## src/rtl/serdes_pkg.sv

```systemverilog
// Shared SERDES definitions: TX state encoding, default bit period and idle line level.
package serdes_pkg;

    localparam int   SERDES_DEFAULT_CLKS_PER_BIT = 16;
    localparam logic SERDES_IDLE                 = 1'b1;

    typedef enum logic [2:0] {
        TX_IDLE   = 3'd0,
        TX_LOAD   = 3'd1,
        TX_START  = 3'd2,
        TX_DATA   = 3'd3,
        TX_PARITY = 3'd4,
        TX_STOP   = 3'd5
    } serdes_tx_state_t;

endpackage

```

## src/rtl/serdes_bit_timer.sv

```systemverilog
// Loadable down-counter with zero flag; sets the serial bit period for the SERDES TX and RX.
module serdes_bit_timer #(
    parameter int CLKS_PER_BIT = 16
) (
    input  logic i_clk,
    input  logic i_rst,
    input  logic i_load,
    output logic o_zero
);
    localparam int             TW     = $clog2(CLKS_PER_BIT);
    localparam logic [TW-1:0]  RELOAD = TW'(CLKS_PER_BIT - 1);

    logic [TW-1:0] count;

    // Holds at zero until reloaded, so it never wraps.
    always_ff @(posedge i_clk) begin
        if (i_rst) begin
            count <= '0;
        end else if (i_load) begin
            count <= RELOAD;
        end else if (count != '0) begin
            count <= count - 1'b1;
        end
    end

    assign o_zero = (count == '0);

endmodule

```

## src/rtl/fifo_serializer.sv

```systemverilog
// Pops FIFO words and shifts them out as async frames: start, data LSB first, stop.
// Define SERDES_PARITY_EN to insert an even-parity bit between the last data bit and the stop bit.
module fifo_serializer
    import serdes_pkg::*;
#(
    parameter int LOGIC_SIZE   = 8,
    parameter int CLKS_PER_BIT = SERDES_DEFAULT_CLKS_PER_BIT
) (
    input  logic                  i_clk,
    input  logic                  i_rst,
    input  logic                  i_en,
    output logic                  o_rr,
    input  logic [LOGIC_SIZE-1:0] i_rdata,
    input  logic                  i_rempty,
    output logic                  o_tx,
    output logic                  o_busy
);
    localparam int              IDX_W    = ($clog2(LOGIC_SIZE) > 1) ? $clog2(LOGIC_SIZE) : 1;
    localparam logic [IDX_W-1:0] LAST_IDX = IDX_W'(LOGIC_SIZE - 1);

    serdes_tx_state_t      state;
    logic [LOGIC_SIZE-1:0] sr;
    logic [IDX_W-1:0]      bit_idx;
    logic                  tx_q;
    logic                  bit_done;
    logic                  timer_load;
    logic                  frame_end;
`ifdef SERDES_PARITY_EN
    logic                  parity_q;
`endif

    assign frame_end  = (state == TX_STOP) && bit_done;
    // NOTE: o_rr is combinational so the pop lands on the same edge that enters LOAD; reset masks it.
    assign o_rr       = !i_rst && i_en && !i_rempty && ((state == TX_IDLE) || frame_end);
    assign o_busy     = (state != TX_IDLE);
    assign o_tx       = tx_q;
    assign timer_load = (state == TX_LOAD) ||
                        (bit_done && (state inside {TX_START, TX_DATA, TX_PARITY}));

    serdes_bit_timer #(
        .CLKS_PER_BIT(CLKS_PER_BIT)
    ) u_bit_timer (
        .i_clk (i_clk),
        .i_rst (i_rst),
        .i_load(timer_load),
        .o_zero(bit_done)
    );

    always_ff @(posedge i_clk) begin
        if (i_rst) begin
            state   <= TX_IDLE;
            tx_q    <= SERDES_IDLE;
            sr      <= '0;
            bit_idx <= '0;
`ifdef SERDES_PARITY_EN
            parity_q <= 1'b0;
`endif
        end else begin
            case (state)
                TX_IDLE: begin
                    if (o_rr) state <= TX_LOAD;
                end
                TX_LOAD: begin
                    sr    <= i_rdata;
                    tx_q  <= 1'b0;
                    state <= TX_START;
`ifdef SERDES_PARITY_EN
                    parity_q <= ^i_rdata;
`endif
                end
                TX_START: begin
                    if (bit_done) begin
                        tx_q    <= sr[0];
                        sr      <= sr >> 1;
                        bit_idx <= '0;
                        state   <= TX_DATA;
                    end
                end
                TX_DATA: begin
                    if (bit_done) begin
                        if (bit_idx == LAST_IDX) begin
`ifdef SERDES_PARITY_EN
                            tx_q  <= parity_q;
                            state <= TX_PARITY;
`else
                            tx_q  <= SERDES_IDLE;
                            state <= TX_STOP;
`endif
                        end else begin
                            tx_q    <= sr[0];
                            sr      <= sr >> 1;
                            bit_idx <= bit_idx + 1'b1;
                        end
                    end
                end
                TX_PARITY: begin
                    if (bit_done) begin
                        tx_q  <= SERDES_IDLE;
                        state <= TX_STOP;
                    end
                end
                TX_STOP: begin
                    if (bit_done) state <= o_rr ? TX_LOAD : TX_IDLE;
                end
                default: state <= TX_IDLE;
            endcase
        end
    end

endmodule

```

## config.mk

```make
export PLATFORM = sky130hd
export DESIGN_NAME = fifo_serializer
export DESIGN_NICKNAME = d
export VERILOG_FILES = /design/src/rtl/serdes_pkg.sv /design/src/rtl/serdes_bit_timer.sv /design/src/rtl/fifo_serializer.sv
export SDC_FILE = /design/constraint.sdc
export NUM_CORES = 1
export LEC_CHECK = 0
export CAP_MARGIN = 20
export CORE_MARGIN = 2
export CORE_UTILIZATION = 40
export CTS_CLUSTER_SIZE = 40
export DETAILED_ROUTE_END_ITERATION = 8
export GPL_ROUTABILITY_DRIVEN = 0
export PLACE_DENSITY = 0.73
export SLEW_MARGIN = 20
export SYNTH_ARGS = -nofsm -noshare
export SYNTH_HDL_FRONTEND = slang
export SYNTH_SLANG_ARGS = --single-unit
```

## constraint.sdc

```tcl
create_clock -name i_clk -period 2.7 [get_ports i_clk]
set_input_delay 0.54 -clock i_clk [delete_from_list [all_inputs] [get_ports i_clk]]
set_output_delay 0.54 -clock i_clk [all_outputs]
set_load 0.05 [all_outputs]
```

### Yosys cells after proc, flatten, opt, wreduce, memory -nomap -nowiden

Cells that the tools add are included.

* register bits: 19
* input bits: 12
* output and inout bits: 3
* word-level logic and storage cells: 65

* add/subtract/negate cells: 2
* equal/unequal tests: 13
* muxes and demuxes: 23
* reductions and logical operators: 22

Operators by type and width (number)
* 3-bit 2-to-1 mux: 9
* 8-bit 2-to-1 mux: 3
* 8-bit case mux with 3 select lines: 1
* 3-bit case mux with 6 select lines: 1
* 2-bit inequality test (second input constant): 6
* 4-bit AND reduction: 3
* 3-bit equality test (second input constant): 3
* 3-bit nonzero test: 3
* 4-bit 2-to-1 mux: 2
* 4-bit nonzero test: 2
* 3-bit by 2-bit equality test with 1-bit output (second input constant): 2
* 3-bit case mux with 2 select lines: 1
* 6-bit AND reduction: 1
* 1-bit logical AND: 5
* 1-bit 2-to-1 mux: 5
* 4-bit zero test: 1
* 1-bit case mux with 4 select lines: 1
* 2-bit nonzero test: 2
* 4-bit by 1-bit subtractor with 4-bit output (second input constant): 1
* 3-bit by 1-bit adder with 3-bit output (second input constant): 1
* 3-bit by 1-bit equality test with 1-bit output (second input constant): 1
* 3-bit zero test: 1
* 1-bit zero test: 2
* 1-bit logical OR: 2
* 2-bit by 1-bit inequality test with 1-bit output (second input constant): 1

### Depth between registers and ports, before layout

Gate-level depths: netlist (run 1).

* depth after elaboration: 7
* depth in mapped cells: 8
* depth with buffers taken out: 6

### By module

From an unflattened synthesis (run 1), not the netlist that was laid out.

* cell total of the unflattened synthesis: 119
* area total of the unflattened synthesis: 1063.5 sq um

Modules (own cells, without submodules)
* fifo_serializer: instances 1, cells each 99, area an instance 867.1 sq um, sequential area each 300.3 sq um
* serdes_bit_timer: instances 1, cells each 20, area an instance 196.4 sq um, sequential area each 80.1 sq um

### Least setup slack after synthesis (run 1)

No wires, ideal clock.

* path type: reg-to-output
* start: register u_bit_timer.count[0]
* end: output port o_rr
* data arrival time: 2.357 ns
* data required time: 2.160 ns
* slack: -0.197 ns
* cell stages (with the launch flop): 7
* buffers on the path: 0
* path through: dfxtp_1 inv_1 ha_1 nor3b_1 nand3_1 o21a_1 nor3b_1

* longest elaborated chain between the ends: 4

RTL lines
* start: declaration: line serdes_bit_timer.sv:13 `logic [TW-1:0] count;`
* start signal: assignment: line serdes_bit_timer.sv:22 `count <= count - 1'b1;`
* 4-bit zero test: line serdes_bit_timer.sv:26 `assign o_zero = (count == '0);`
* 1-bit logical AND: line fifo_serializer.sv:32 `assign frame_end = (state == TX_STOP) && bit_done;`
* 1-bit logical OR: line fifo_serializer.sv:34 `assign o_rr = !i_rst && i_en && !i_rempty && ((state == TX_IDLE) || frame_end);`
* 1-bit logical AND: line fifo_serializer.sv:34
* end: declaration: line fifo_serializer.sv:12 `output logic o_rr,`

No other way between the ends.

### Final worst setup path (run 1)

Same ends and word-level chain as after synthesis.

==> metrics.txt, run 1 <==
status finished, final reports clean; Chip Width roughly 55 um; setup TNS 0 ns; H-tree depth 1; Min-Delay Path Class reg -> reg; antenna violations before repair 0; CP Data Arrival Time 1.92 ns; drt initial violations 6; worst path cell trace inv_1 -> ha_1 -> nor3b_1 -> nand3_1 -> o21a_1 -> nor3b_2 -> buf_12; Antenna Nets Post-Route 0; top cell type's share of synthesized area 0.369; root buffer cell clkbuf_4; post-synthesis compound-gate area fraction 0.238; GRT Total Usage 0.166; most frequent cell after synthesis dfxtp_1; Power Dens Cells between 600 and 700 nW/um^2; Placed Area about 1200 um^2; Crit. End Element output pin; number of synthesized flops with an enable pin 0; Pins Over Slew Limit 0; Clock Latency Late Sink ~0.30 ns; Post-synth ARST share 0; final wirelength between 1500 and 2000 um; post-synthesis sequential area ratio 0.369; Setup Buffers After CTS 0; GRT overflow 0; Clock Sinks 19; gate count after technology mapping about 120; CP required 2.16 ns; Avg Synthesized Cell Area 8.74 um^2; RSZ-0062 raised after global routing false; Area Overhead vs Synth 21.6%; largest driver fanout on the critical path 5; CP startpoint u_bit_timer.count[0]; Vias/cell 5.51; Reg clk slew, reported paths 0.10 ns; min Tclk post-route 2.46 ns; post-route cell area approximately 1300 um^2; Startpoint Class register; share of cells above drive strength 1 0.134; Crit path max-delay family simple AND/OR/NAND/NOR gates; measured slew at the worst slew-check pin just under 0.5 ns; CP Class reg -> out; Netlist cell types 30; Initial Utilization 0.420; main combinational cell family by area after synthesis compound AO/OA/AOI/OAI gates; CTS tree done; max_cap viols 0; Mapped Area about 1000 um^2; Peak VDD IR approximately 0.51 mV; P_leak ~0.49 nW; num ports 15; Crit Reg-Reg Startpoint u_bit_timer.count[0]; Hold Buf Count CTS 0; CTS Buf Count 3; synth cell count leaders dfxtp_1, nor2_1, a21oi_1, mux2i_1, clkbuf_1; Most used DFF post-synth dfxtp_1; XOR/XNOR Fraction of Synth Area 0; placeable core region about 2500 um^2; Max clock buf depth 2; vias roughly 900; Crit. path cell count 7; Synth Area in Adders 0.0364; PortBufs 14; Synthesis Warnings 0; CP max-delay cell dfxtp_1; Finished Core Util 0.511; drt wl/cell 12.1 um; post-CTS sizing 0; Synth Net Count 133; area leader, netlist dfxtp_1; Filler Cells Inserted 230; Highest Clock Rate 407 MHz; final period utilization 0.910; crit path buf inv count 2; die area around 3000 um^2; skew final 0.0101 ns; nets@finish 150; synth top area cells dfxtp_1, mux2i_1, nor2_1, a21oi_1, a211oi_1; first-pass GRT wire length 3600 um; multiplexer share of the synthesized area 0.0680; Fin Hold WS around 0.49 ns; Die Ht ~55 um; ant diodes 0; crit-path max cell delay 0.35 ns; Simple-Gate Fraction of Synth Area 0.231; DRC errors left 0; endpoints failing hold 0; worst reg-to-reg setup slack about 0.46 ns; Rows 18; r2r worst-path depth 6; vias in the first global route about 880; Seq cells post-synth 19; final setup violation count 0; DP HPWL ~1500 um; Worst Setup EP o_rr; Initial DRT Pass Iterations 3; max_slew headroom 0.674; largest net degree at the start of global routing 20; RR Endpoint bit_idx[0]
==> flip-flops by register name, indices dropped and copies added (netlist names) <==
name and cells:
bit_idx 3, state 3, sr 8, u_bit_timer.count 4, o_tx 1
==> kinds of logic after synthesis <==
| logic type | after synthesis |
|---|---|
| simple gates | 46 |
| compound gates | 31 |
| fa+ha+maj | 3 |
| mux | 7 |
| flops | 19 |
| buf+inv | 12 |
==> stage by stage <==
stage,instances,total power (W),worst slack [ns]
global placement,160,0.000677,0.476
global route,164,0.000899,0.0566
detailed placement,160,0.000692,0.406
floorplan,118,0.000617,0.286
finish,164,0.000832,0.243
CTS,164,0.000840,0.231
==> layer usage <==
layer / vias up / global-route usage / wire, um
li1: 464 / - / -
met1: 424 / 0.174 / 846
met2: 14 / 0.308 / 1040
met3: 2 / 0.0546 / 89
met4: 0 / 0.0500 / 15
met5: - / 0 / 0
==> report_power, final <==
| group | leakage, nW | switching [W] | total [W] | internal (W) |
|---|---|---|---|---|
| combinational | 0.324 | 0.000183 | 0.000326 | 0.000142 |
| clock | 0.0139 | 0.0000908 | 0.000147 | 0.0000564 |
| sequential | 0.156 | 0.0000337 | 0.000359 | 0.000325 |
| total | 0.493 | 0.000308 | 0.000832 | 0.000524 |
==> worst min-delay path by stage <==
stage,start,end,depth (start not counted)
3_3_place_gp,o_tx,o_tx,1
3_5_place_dp,o_tx,o_tx,1
6_report,o_tx,o_tx,1
4_1_cts,o_tx,o_tx,1
5_1_grt,o_tx,o_tx,1
2_1_floorplan,sr[7],sr[7],2
==> worst register-to-register path, delay by kind of cell (launching register included) <==
kind	cells	cell delay (ns)
compound gates	1	0.16
flops	1	0.35
fa+ha+maj	1	0.23
simple gates	3	1.36
buf+inv	1	0.09
==> final cells by class <==
cell class / count / area, um^2 / share of cell area
Clock buffer: 3 / 22.5 / 0.0180
Clock inverter: 1 / 7.51 / 0.00599
Inverter: 4 / 15.0 / 0.0120
Multi-Input combinational cell: 87 / 596 / 0.475
Sequential cell: 19 / 380 / 0.303
Tap cell: 30 / 37.5 / 0.0299
Timing Repair Buffer: 20 / 195 / 0.156
==> layout by cell type, fill, tap and decap left out, types with 3 or more instances in the layout <==
master,Yosys,layout
buf_4,0,6
a21oi_1,9,9
nand2_1,5,5
ha_1,3,3
clkbuf_4,0,3
dfxtp_1,19,19
mux2i_1,7,7
nor3_1,3,3
nand2b_1,4,4
nand3_1,4,4
nor2_1,18,18
a22oi_1,3,3
a211oi_1,5,5
a211oi_2,3,3
inv_1,4,4
clkdlybuf4s50_1,0,13
Power figures use the tool's default switching activity.
==> run 2, diff against run 1 <==
--- a/config.mk
+++ b/config.mk
@@ -5,7 +5,7 @@
 export SDC_FILE = /design/constraint.sdc
 export NUM_CORES = 1
 export LEC_CHECK = 0
-export CAP_MARGIN = 20
+export CAP_MARGIN = 10
 export CORE_MARGIN = 2
 export CORE_UTILIZATION = 40
 export CTS_CLUSTER_SIZE = 40
==> results of run 2 <==
Same layout as run 1: the final DEF is identical, and so are final timing and power.
